==> config.mk <==
export PLATFORM = sky130hd
export DESIGN_NAME = sram_like_axi_arbiter_flat
export DESIGN_NICKNAME = d
export VERILOG_FILES = /design/src/rtl/sram_like_axi_arbiter_if.sv /design/src/rtl/sram_like_axi_arbiter.sv /design/src/flat_wrapper.sv
export SDC_FILE = /design/constraint.sdc
export NUM_CORES = 1
export LEC_CHECK = 0
export BUFFER_PORTS_ARGS = -buffer_cell sky130_fd_sc_hd__buf_4
export CAP_MARGIN = 20
export CELL_PAD_IN_SITES_DETAIL_PLACEMENT = 1
export CELL_PAD_IN_SITES_GLOBAL_PLACEMENT = 1
export CORE_AREA = 2 2 151 153
export CTS_CLUSTER_DIAMETER = 80
export DETAILED_ROUTE_END_ITERATION = 10
export DIE_AREA = 0 0 153 155
export GPL_ROUTABILITY_DRIVEN = 0
export PLACE_DENSITY_LB_ADDON = 0.08
export SKIP_CTS_REPAIR_TIMING = 1
export SYNTH_ARGS = -nofsm -noshare
export SYNTH_HDL_FRONTEND = slang
export SYNTH_SLANG_ARGS = --single-unit
==> constraint.sdc <==
create_clock -name clk -period 2.1 [get_ports clk]
set_clock_uncertainty 0.2 [all_clocks]
set_input_delay 0.105 -clock clk [delete_from_list [all_inputs] [get_ports clk]]
set_output_delay 0.105 -clock clk [all_outputs]
set_load 0.03 [all_outputs]
==> src/rtl/sram_like_axi_arbiter_if.sv <==
// Port bundle for the N-channel sram-like to AXI3 arbiter: sram-like master
// ports (per-channel vectors) plus the single AXI3 master port.
interface sram_like_axi_arbiter_if #(
    parameter int NUM_CH = 2
);
    // sram-like side
    logic [NUM_CH-1:0]    req;
    logic [NUM_CH-1:0]    wr;
    logic [2*NUM_CH-1:0]  size;
    logic [32*NUM_CH-1:0] addr;
    logic [32*NUM_CH-1:0] wdata;
    logic [4*NUM_CH-1:0]  len;
    logic [NUM_CH-1:0]    addr_ok;
    logic [NUM_CH-1:0]    data_ok;
    logic [31:0]          rdata_o;
    logic                 data_last;
    // AXI3 side
    logic [3:0]  arid;
    logic [31:0] araddr;
    logic [3:0]  arlen;
    logic [2:0]  arsize;
    logic [1:0]  arburst;
    logic [1:0]  arlock;
    logic [3:0]  arcache;
    logic [2:0]  arprot;
    logic        arvalid;
    logic        arready;
    logic [3:0]  rid;
    logic [31:0] rdata;
    logic [1:0]  rresp;
    logic        rlast;
    logic        rvalid;
    logic        rready;
    logic [3:0]  awid;
    logic [31:0] awaddr;
    logic [3:0]  awlen;
    logic [2:0]  awsize;
    logic [1:0]  awburst;
    logic [1:0]  awlock;
    logic [3:0]  awcache;
    logic [2:0]  awprot;
    logic        awvalid;
    logic        awready;
    logic [3:0]  wid;
    logic [31:0] axi_wdata;
    logic [3:0]  wstrb;
    logic        wlast;
    logic        wvalid;
    logic        wready;
    logic [3:0]  bid;
    logic [1:0]  bresp;
    logic        bvalid;
    logic        bready;

    // The arbiter: slave to the sram-like masters, master on AXI.
    modport master (
        input  req, wr, size, addr, wdata, len,
        output addr_ok, data_ok, rdata_o, data_last,
        output arid, araddr, arlen, arsize, arburst, arlock, arcache, arprot, arvalid,
        input  arready,
        input  rid, rdata, rresp, rlast, rvalid,
        output rready,
        output awid, awaddr, awlen, awsize, awburst, awlock, awcache, awprot, awvalid,
        input  awready,
        output wid, axi_wdata, wstrb, wlast, wvalid,
        input  wready,
        input  bid, bresp, bvalid,
        output bready
    );

    // The environment: sram-like masters plus the AXI slave.
    modport slave (
        output req, wr, size, addr, wdata, len,
        input  addr_ok, data_ok, rdata_o, data_last,
        input  arid, araddr, arlen, arsize, arburst, arlock, arcache, arprot, arvalid,
        output arready,
        output rid, rdata, rresp, rlast, rvalid,
        input  rready,
        input  awid, awaddr, awlen, awsize, awburst, awlock, awcache, awprot, awvalid,
        output awready,
        input  wid, axi_wdata, wstrb, wlast, wvalid,
        output wready,
        output bid, bresp, bvalid,
        input  bready
    );
endinterface

==> src/rtl/sram_like_axi_arbiter.sv <==
// Round-robin arbiter from NUM_CH sram-like master ports onto one AXI3 master,
// one transaction at a time, with incrementing read bursts and per-beat data_ok.
module sram_like_axi_arbiter #(
    parameter int NUM_CH  = 2,
    parameter int ID_BASE = 0
) (
    input logic                     clk,
    input logic                     rst,
    sram_like_axi_arbiter_if.master bus
);
    localparam int CH_W = (NUM_CH > 1) ? $clog2(NUM_CH) : 1;

    typedef enum logic [2:0] {
        IDLE = 3'd0,
        AR   = 3'd1,
        R    = 3'd2,
        AW   = 3'd3,
        B    = 3'd4
    } state_t;

    state_t          state_r;
    state_t          state_s;
    logic [CH_W-1:0] rr_ptr_r;
    logic [CH_W-1:0] gnt_r;
    logic [CH_W-1:0] gnt_idx_s;
    logic [CH_W-1:0] cand_s;
    logic            found_any_s;
    logic            gnt_valid_s;
    logic [31:0]     addr_r;
    logic [31:0]     wdata_r;
    logic [1:0]      size_r;
    logic [3:0]      len_r;
    logic            wr_r;
    logic            aw_done_r;
    logic            w_done_r;
    logic            aw_done_s;
    logic            w_done_s;
    logic [3:0]      id_s;
    logic [2:0]      axsize_s;
    logic            unused_s;

    function automatic logic [3:0] wstrb_for(input logic [1:0] sz, input logic [1:0] lo);
        case (sz)
            2'd0:    wstrb_for = 4'b0001 << lo;
            2'd1:    wstrb_for = 4'b0011 << {lo[1], 1'b0};
            default: wstrb_for = 4'b1111;
        endcase
    endfunction

    // Round-robin pick: scanning downwards leaves the first requester at or after rr_ptr.
    always_comb begin
        found_any_s = 1'b0;
        gnt_idx_s   = '0;
        cand_s      = '0;
        for (int i = NUM_CH - 1; i >= 0; i--) begin
            cand_s = CH_W'((int'(rr_ptr_r) + i) % NUM_CH);
            if (bus.req[cand_s]) begin
                found_any_s = 1'b1;
                gnt_idx_s   = cand_s;
            end else begin
                found_any_s = found_any_s;
            end
        end
    end

    assign gnt_valid_s = found_any_s & ~rst & (state_r == IDLE);
    assign id_s        = 4'(ID_BASE + int'(gnt_r));
    assign axsize_s    = {1'b0, (size_r == 2'd3) ? 2'd2 : size_r};
    assign unused_s    = ^{bus.rid, bus.rresp, bus.bid, bus.bresp, wr_r};

    // Write address and data channels complete independently; both must land before B.
    assign aw_done_s = aw_done_r | ((state_r == AW) & bus.awready);
    assign w_done_s  = w_done_r  | ((state_r == AW) & bus.wready);

    // Next-state logic.
    always_comb begin
        state_s = state_r;
        case (state_r)
            IDLE: begin
                if (gnt_valid_s) state_s = bus.wr[gnt_idx_s] ? AW : AR;
                else             state_s = IDLE;
            end
            AR: begin
                if (bus.arready) state_s = R;
                else             state_s = AR;
            end
            R: begin
                if (bus.rvalid && bus.rlast) state_s = IDLE;
                else                         state_s = R;
            end
            AW: begin
                if (aw_done_s && w_done_s) state_s = B;
                else                       state_s = AW;
            end
            B: begin
                if (bus.bvalid) state_s = IDLE;
                else            state_s = B;
            end
            default: state_s = IDLE;
        endcase
    end

    // State, round-robin pointer and captured request fields.
    always_ff @(posedge clk) begin
        if (rst) begin
            state_r   <= IDLE;
            rr_ptr_r  <= '0;
            gnt_r     <= '0;
            addr_r    <= 32'h0000_0000;
            wdata_r   <= 32'h0000_0000;
            size_r    <= 2'd0;
            len_r     <= 4'd0;
            wr_r      <= 1'b0;
            aw_done_r <= 1'b0;
            w_done_r  <= 1'b0;
        end else begin
            state_r   <= state_s;
            aw_done_r <= (state_r == AW && state_s == AW) ? aw_done_s : 1'b0;
            w_done_r  <= (state_r == AW && state_s == AW) ? w_done_s : 1'b0;
            if (gnt_valid_s) begin
                gnt_r    <= gnt_idx_s;
                rr_ptr_r <= CH_W'((int'(gnt_idx_s) + 1) % NUM_CH);
                addr_r   <= bus.addr[int'(gnt_idx_s)*32 +: 32];
                wdata_r  <= bus.wdata[int'(gnt_idx_s)*32 +: 32];
                size_r   <= bus.size[int'(gnt_idx_s)*2 +: 2];
                len_r    <= bus.len[int'(gnt_idx_s)*4 +: 4];
                wr_r     <= bus.wr[gnt_idx_s];
            end else begin
                gnt_r    <= gnt_r;
                rr_ptr_r <= rr_ptr_r;
            end
        end
    end

    // sram-like handshakes: addr_ok on the grant cycle, data_ok per R beat or on B.
    always_comb begin
        bus.addr_ok   = '0;
        bus.data_ok   = '0;
        bus.data_last = 1'b0;
        bus.rdata_o   = bus.rdata;
        if (gnt_valid_s) bus.addr_ok[gnt_idx_s] = 1'b1;
        else             bus.addr_ok = '0;
        case (state_r)
            R: begin
                if (bus.rvalid) begin
                    bus.data_ok[gnt_r] = 1'b1;
                    bus.data_last      = bus.rlast;
                end else begin
                    bus.data_last = 1'b0;
                end
            end
            B: begin
                if (bus.bvalid) begin
                    bus.data_ok[gnt_r] = 1'b1;
                    bus.data_last      = 1'b1;
                end else begin
                    bus.data_last = 1'b0;
                end
            end
            default: bus.data_last = 1'b0;
        endcase
    end

    assign bus.arid      = id_s;
    assign bus.araddr    = addr_r;
    assign bus.arlen     = len_r;
    assign bus.arsize    = axsize_s;
    assign bus.arburst   = 2'b01;
    assign bus.arlock    = 2'b00;
    assign bus.arcache   = 4'b0000;
    assign bus.arprot    = 3'b000;
    assign bus.arvalid   = (state_r == AR);
    assign bus.rready    = (state_r == R);
    assign bus.awid      = id_s;
    assign bus.awaddr    = addr_r;
    assign bus.awlen     = 4'd0;
    assign bus.awsize    = axsize_s;
    assign bus.awburst   = 2'b01;
    assign bus.awlock    = 2'b00;
    assign bus.awcache   = 4'b0000;
    assign bus.awprot    = 3'b000;
    assign bus.awvalid   = (state_r == AW) & ~aw_done_r;
    assign bus.wid       = id_s;
    assign bus.axi_wdata = wdata_r;
    assign bus.wstrb     = wstrb_for(size_r, addr_r[1:0]);
    assign bus.wlast     = 1'b1;
    assign bus.wvalid    = (state_r == AW) & ~w_done_r;
    assign bus.bready    = (state_r == B);
endmodule

==> src/flat_wrapper.sv <==
// flat-port wrapper written by rule: the top's interface ports become plain ports
module sram_like_axi_arbiter_flat 
#(
    parameter int NUM_CH  = 2,
    parameter int ID_BASE = 0
)
  (clk, rst, bus_req, bus_wr, bus_size, bus_addr, bus_wdata, bus_len, bus_addr_ok, bus_data_ok, bus_rdata_o, bus_data_last, bus_arid, bus_araddr, bus_arlen, bus_arsize, bus_arburst, bus_arlock, bus_arcache, bus_arprot, bus_arvalid, bus_arready, bus_rid, bus_rdata, bus_rresp, bus_rlast, bus_rvalid, bus_rready, bus_awid, bus_awaddr, bus_awlen, bus_awsize, bus_awburst, bus_awlock, bus_awcache, bus_awprot, bus_awvalid, bus_awready, bus_wid, bus_axi_wdata, bus_wstrb, bus_wlast, bus_wvalid, bus_wready, bus_bid, bus_bresp, bus_bvalid, bus_bready);
  sram_like_axi_arbiter_if #(.NUM_CH(NUM_CH)) bus_i ();
  input logic clk;
  input logic rst;
  input wire logic [$bits(bus_i.req)-1:0] bus_req;
  input wire logic [$bits(bus_i.wr)-1:0] bus_wr;
  input wire logic [$bits(bus_i.size)-1:0] bus_size;
  input wire logic [$bits(bus_i.addr)-1:0] bus_addr;
  input wire logic [$bits(bus_i.wdata)-1:0] bus_wdata;
  input wire logic [$bits(bus_i.len)-1:0] bus_len;
  output wire logic [$bits(bus_i.addr_ok)-1:0] bus_addr_ok;
  output wire logic [$bits(bus_i.data_ok)-1:0] bus_data_ok;
  output wire logic [$bits(bus_i.rdata_o)-1:0] bus_rdata_o;
  output wire logic [$bits(bus_i.data_last)-1:0] bus_data_last;
  output wire logic [$bits(bus_i.arid)-1:0] bus_arid;
  output wire logic [$bits(bus_i.araddr)-1:0] bus_araddr;
  output wire logic [$bits(bus_i.arlen)-1:0] bus_arlen;
  output wire logic [$bits(bus_i.arsize)-1:0] bus_arsize;
  output wire logic [$bits(bus_i.arburst)-1:0] bus_arburst;
  output wire logic [$bits(bus_i.arlock)-1:0] bus_arlock;
  output wire logic [$bits(bus_i.arcache)-1:0] bus_arcache;
  output wire logic [$bits(bus_i.arprot)-1:0] bus_arprot;
  output wire logic [$bits(bus_i.arvalid)-1:0] bus_arvalid;
  input wire logic [$bits(bus_i.arready)-1:0] bus_arready;
  input wire logic [$bits(bus_i.rid)-1:0] bus_rid;
  input wire logic [$bits(bus_i.rdata)-1:0] bus_rdata;
  input wire logic [$bits(bus_i.rresp)-1:0] bus_rresp;
  input wire logic [$bits(bus_i.rlast)-1:0] bus_rlast;
  input wire logic [$bits(bus_i.rvalid)-1:0] bus_rvalid;
  output wire logic [$bits(bus_i.rready)-1:0] bus_rready;
  output wire logic [$bits(bus_i.awid)-1:0] bus_awid;
  output wire logic [$bits(bus_i.awaddr)-1:0] bus_awaddr;
  output wire logic [$bits(bus_i.awlen)-1:0] bus_awlen;
  output wire logic [$bits(bus_i.awsize)-1:0] bus_awsize;
  output wire logic [$bits(bus_i.awburst)-1:0] bus_awburst;
  output wire logic [$bits(bus_i.awlock)-1:0] bus_awlock;
  output wire logic [$bits(bus_i.awcache)-1:0] bus_awcache;
  output wire logic [$bits(bus_i.awprot)-1:0] bus_awprot;
  output wire logic [$bits(bus_i.awvalid)-1:0] bus_awvalid;
  input wire logic [$bits(bus_i.awready)-1:0] bus_awready;
  output wire logic [$bits(bus_i.wid)-1:0] bus_wid;
  output wire logic [$bits(bus_i.axi_wdata)-1:0] bus_axi_wdata;
  output wire logic [$bits(bus_i.wstrb)-1:0] bus_wstrb;
  output wire logic [$bits(bus_i.wlast)-1:0] bus_wlast;
  output wire logic [$bits(bus_i.wvalid)-1:0] bus_wvalid;
  input wire logic [$bits(bus_i.wready)-1:0] bus_wready;
  input wire logic [$bits(bus_i.bid)-1:0] bus_bid;
  input wire logic [$bits(bus_i.bresp)-1:0] bus_bresp;
  input wire logic [$bits(bus_i.bvalid)-1:0] bus_bvalid;
  output wire logic [$bits(bus_i.bready)-1:0] bus_bready;
  assign bus_i.req = bus_req;
  assign bus_i.wr = bus_wr;
  assign bus_i.size = bus_size;
  assign bus_i.addr = bus_addr;
  assign bus_i.wdata = bus_wdata;
  assign bus_i.len = bus_len;
  assign bus_addr_ok = bus_i.addr_ok;
  assign bus_data_ok = bus_i.data_ok;
  assign bus_rdata_o = bus_i.rdata_o;
  assign bus_data_last = bus_i.data_last;
  assign bus_arid = bus_i.arid;
  assign bus_araddr = bus_i.araddr;
  assign bus_arlen = bus_i.arlen;
  assign bus_arsize = bus_i.arsize;
  assign bus_arburst = bus_i.arburst;
  assign bus_arlock = bus_i.arlock;
  assign bus_arcache = bus_i.arcache;
  assign bus_arprot = bus_i.arprot;
  assign bus_arvalid = bus_i.arvalid;
  assign bus_i.arready = bus_arready;
  assign bus_i.rid = bus_rid;
  assign bus_i.rdata = bus_rdata;
  assign bus_i.rresp = bus_rresp;
  assign bus_i.rlast = bus_rlast;
  assign bus_i.rvalid = bus_rvalid;
  assign bus_rready = bus_i.rready;
  assign bus_awid = bus_i.awid;
  assign bus_awaddr = bus_i.awaddr;
  assign bus_awlen = bus_i.awlen;
  assign bus_awsize = bus_i.awsize;
  assign bus_awburst = bus_i.awburst;
  assign bus_awlock = bus_i.awlock;
  assign bus_awcache = bus_i.awcache;
  assign bus_awprot = bus_i.awprot;
  assign bus_awvalid = bus_i.awvalid;
  assign bus_i.awready = bus_awready;
  assign bus_wid = bus_i.wid;
  assign bus_axi_wdata = bus_i.axi_wdata;
  assign bus_wstrb = bus_i.wstrb;
  assign bus_wlast = bus_i.wlast;
  assign bus_wvalid = bus_i.wvalid;
  assign bus_i.wready = bus_wready;
  assign bus_i.bid = bus_bid;
  assign bus_i.bresp = bus_bresp;
  assign bus_i.bvalid = bus_bvalid;
  assign bus_bready = bus_i.bready;
  sram_like_axi_arbiter #(.NUM_CH(NUM_CH), .ID_BASE(ID_BASE)) u_core (.clk(clk), .rst(rst), .bus(bus_i));
endmodule
==> impl_results.md <==
- Ys async rst share: 0%
- Fin util: 34.0%
- Reg2reg start: u_core.state_r[0]
- Synth Flop Type: dfxtp_1
- Sequential-to-total area share from yosys stat: 34.3%
- Overall routing resource usage: 12.1%
- Post-synth top cells: buf_4, nor2_1, dfxtp_1
- Unique masters post-synth: 34
- Area grow syn2layout: 68.3%
- Drt drc: 0
- Post-synth EDFFs: 0
- R2R Setup Slk: 0.26 ns
- Final net count: 981
- CP Launch Point: u_core.state_r[0]
- Antenna violations before repair: 0
- Req. time, crit path: 1.79 ns
- Die area: 23700 um2
- DP HPWL: 11.6 mm
- Routed len/inst: 15.1 um
- RSZ-0062 raised after global routing: false
- Via/cell ratio: 4.09
- Leak: 3.72 nW
- CTS tree: yes
- CP Data Arrival Time: 1.60 ns
- Yosys top cell by area: dfxtp_1
- Cell count after synthesis: 487
- Clock Sinks: 77
- Layout filler cell count: 2587
- Slew @ Worst Pin: 0.534 ns
- Final hold vios: 16
- Final setup viols: 0
- WL final: 16.2 mm
- Vias in the first global route: 3928
- CTS Buf Count: 9
- Die width: 153 um
- Clk_lat worst skew: 0.34 ns
- DRT iter0 DRCs: 74
- Critical path endpoint category: output port
- Via count: 4393
- Outcome: complete, but fails checks
- # diodes: 0
- Critical path class: reg2out
- Fin Hold WS: -0.0357 ns
- Hold_sp: bus_addr[13]
- Clock buffer depth: 2
- Rows: 55
- Largest net degree at the start of global routing: 51
- Crit-path max FO: 11
- IO Port Bufs: 272
- Final Max Tran Viols: 0
- Chip Height: 155 um
- Clk pin slew, worst setup/hold paths: 0.07 ns
- Main area contributors after synthesis: dfxtp_1, buf_4, mux2i_1
- Total grt overflow: 0
- MaxCap Viol Count: 0
- Top-area cell type share of the netlist area: 34.3%
- HP Class: in2reg
- Post-route ant nets: 0
- Synth Register Bits: 77
- YS warnings: 0
- Final Cycle Share: 90.9%
- Syn_area_per_cell: 9.22 um2
- Initial Util: 20.2%
- First-pass GRT wire length: 22.4 mm
- Top achievable clock speed: 524 MHz
- Core Area: 22200 um2
- CTS H-Tree Depth: 3
- Minimum clock period: 1.91 ns
- Boundary Pins: 387
- Synthesized area: 4490 um2
- Share of cells above drive strength 1: 39.1%
- Pwr dens: 802 nW/um2
- Peak VDD IR: 0.000291 V
- Failing checks: negative hold slack
- Setup TNS: 0 ns
- Most common cell in the netlist: buf_4
- Critical path launch point type: flip-flop
- DRT Pass-1 Iters: 4
- Clk root buf: clkbuf_16
- Slew HR: 64.4%
==> logic make-up after synthesis <==
group / share of synthesized area [%]
AO/OA/AOI/OAI: 15.8
AND/OR/NAND/NOR: 9.58
other: 0.167
multiplexers: 15.8
buffers and inverters: 24.3
flip-flops: 34.3
==> final timing paths <==
kind	to	cells past startpoint
max	bus_addr_ok[0]	4
min	u_core.bus.araddr[13]	3
max reg2reg	u_core.bus.araddr[13]	5
min reg2reg	u_core.bus.axi_wdata[17]	2
==> where the power goes <==
part           leakage [nW]  switching [mW]  internal [mW]
combinational          2.91            1.40           1.04
sequential            0.640           0.176           1.67
clock                 0.162           0.664           1.11
total                  3.72            2.24           3.82
==> flip-flops by register name (all words and copies together), names as in the netlist <==
| register | flops |
|---|---|
| u_core.aw_done_r | 1 |
| u_core.bus.araddr | 32 |
| u_core.bus.arlen | 4 |
| u_core.bus.axi_wdata | 32 |
| u_core.gnt_r | 1 |
| u_core.rr_ptr_r | 1 |
| u_core.size_r | 2 |
| u_core.state_r | 3 |
| u_core.w_done_r | 1 |
==> cell usage in the layout, fill, tap and decap left out, drive strengths merged, types with 2 or more instances in the layout <==
cell,instances
a211oi,70
a21o,2
a21oi,3
a31oi,2
buf,282
bufinv,2
clkbuf,11
conb,38
dfxtp,77
dlygate4sd3,111
inv,5
mux2i,71
nand2,3
nand2b,4
nand3b,2
nor2,78
nor2b,7
nor3,2
nor3b,2
o21ai,4
o21bai,4
==> metrics by stage <==
step / instance area [um2] / total power, mW / setup WS [ns] / cells
global route: 7560 / 6.40 / 0.0270 / 1075
detailed placement: 6110 / 4.18 / 0.220 / 948
CTS: 6440 / 6.00 / 0.0575 / 964
global placement: 6110 / 4.14 / 0.297 / 948
floorplan: 4630 / 3.56 / 0.0742 / 523
finish: 7560 / 6.06 / 0.191 / 1075
==> critical path, cell delays in order, from the launching register on <==
cell     delay, ns
dfxtp_1       0.43
nor4_1        0.31
o21ai_1       0.22
nor2b_1       0.15
buf_4         0.17
==> layer usage <==
layer,global-route usage [%],share of wire (%),vias to the layer above
met2,21.1,52,199
met5,0,0,-
met3,3.06,6.2,25
met1,14.3,40,2020
met4,4.81,2.0,0
li1,-,-,2149
==> final cells by class <==
cell class | count | area (um2) | share of cell area (%)
Inverter | 4 | 15.0 | 0.199
Sequential cell | 77 | 1540 | 20.4
Clock inverter | 5 | 81.3 | 1.08
Timing Repair Buffer | 393 | 3300 | 43.7
Clock buffer | 11 | 253 | 3.34
Tap cell | 285 | 357 | 4.72
Multi-Input combinational cell | 300 | 2010 | 26.5
(Power assumes the default switching activity.)
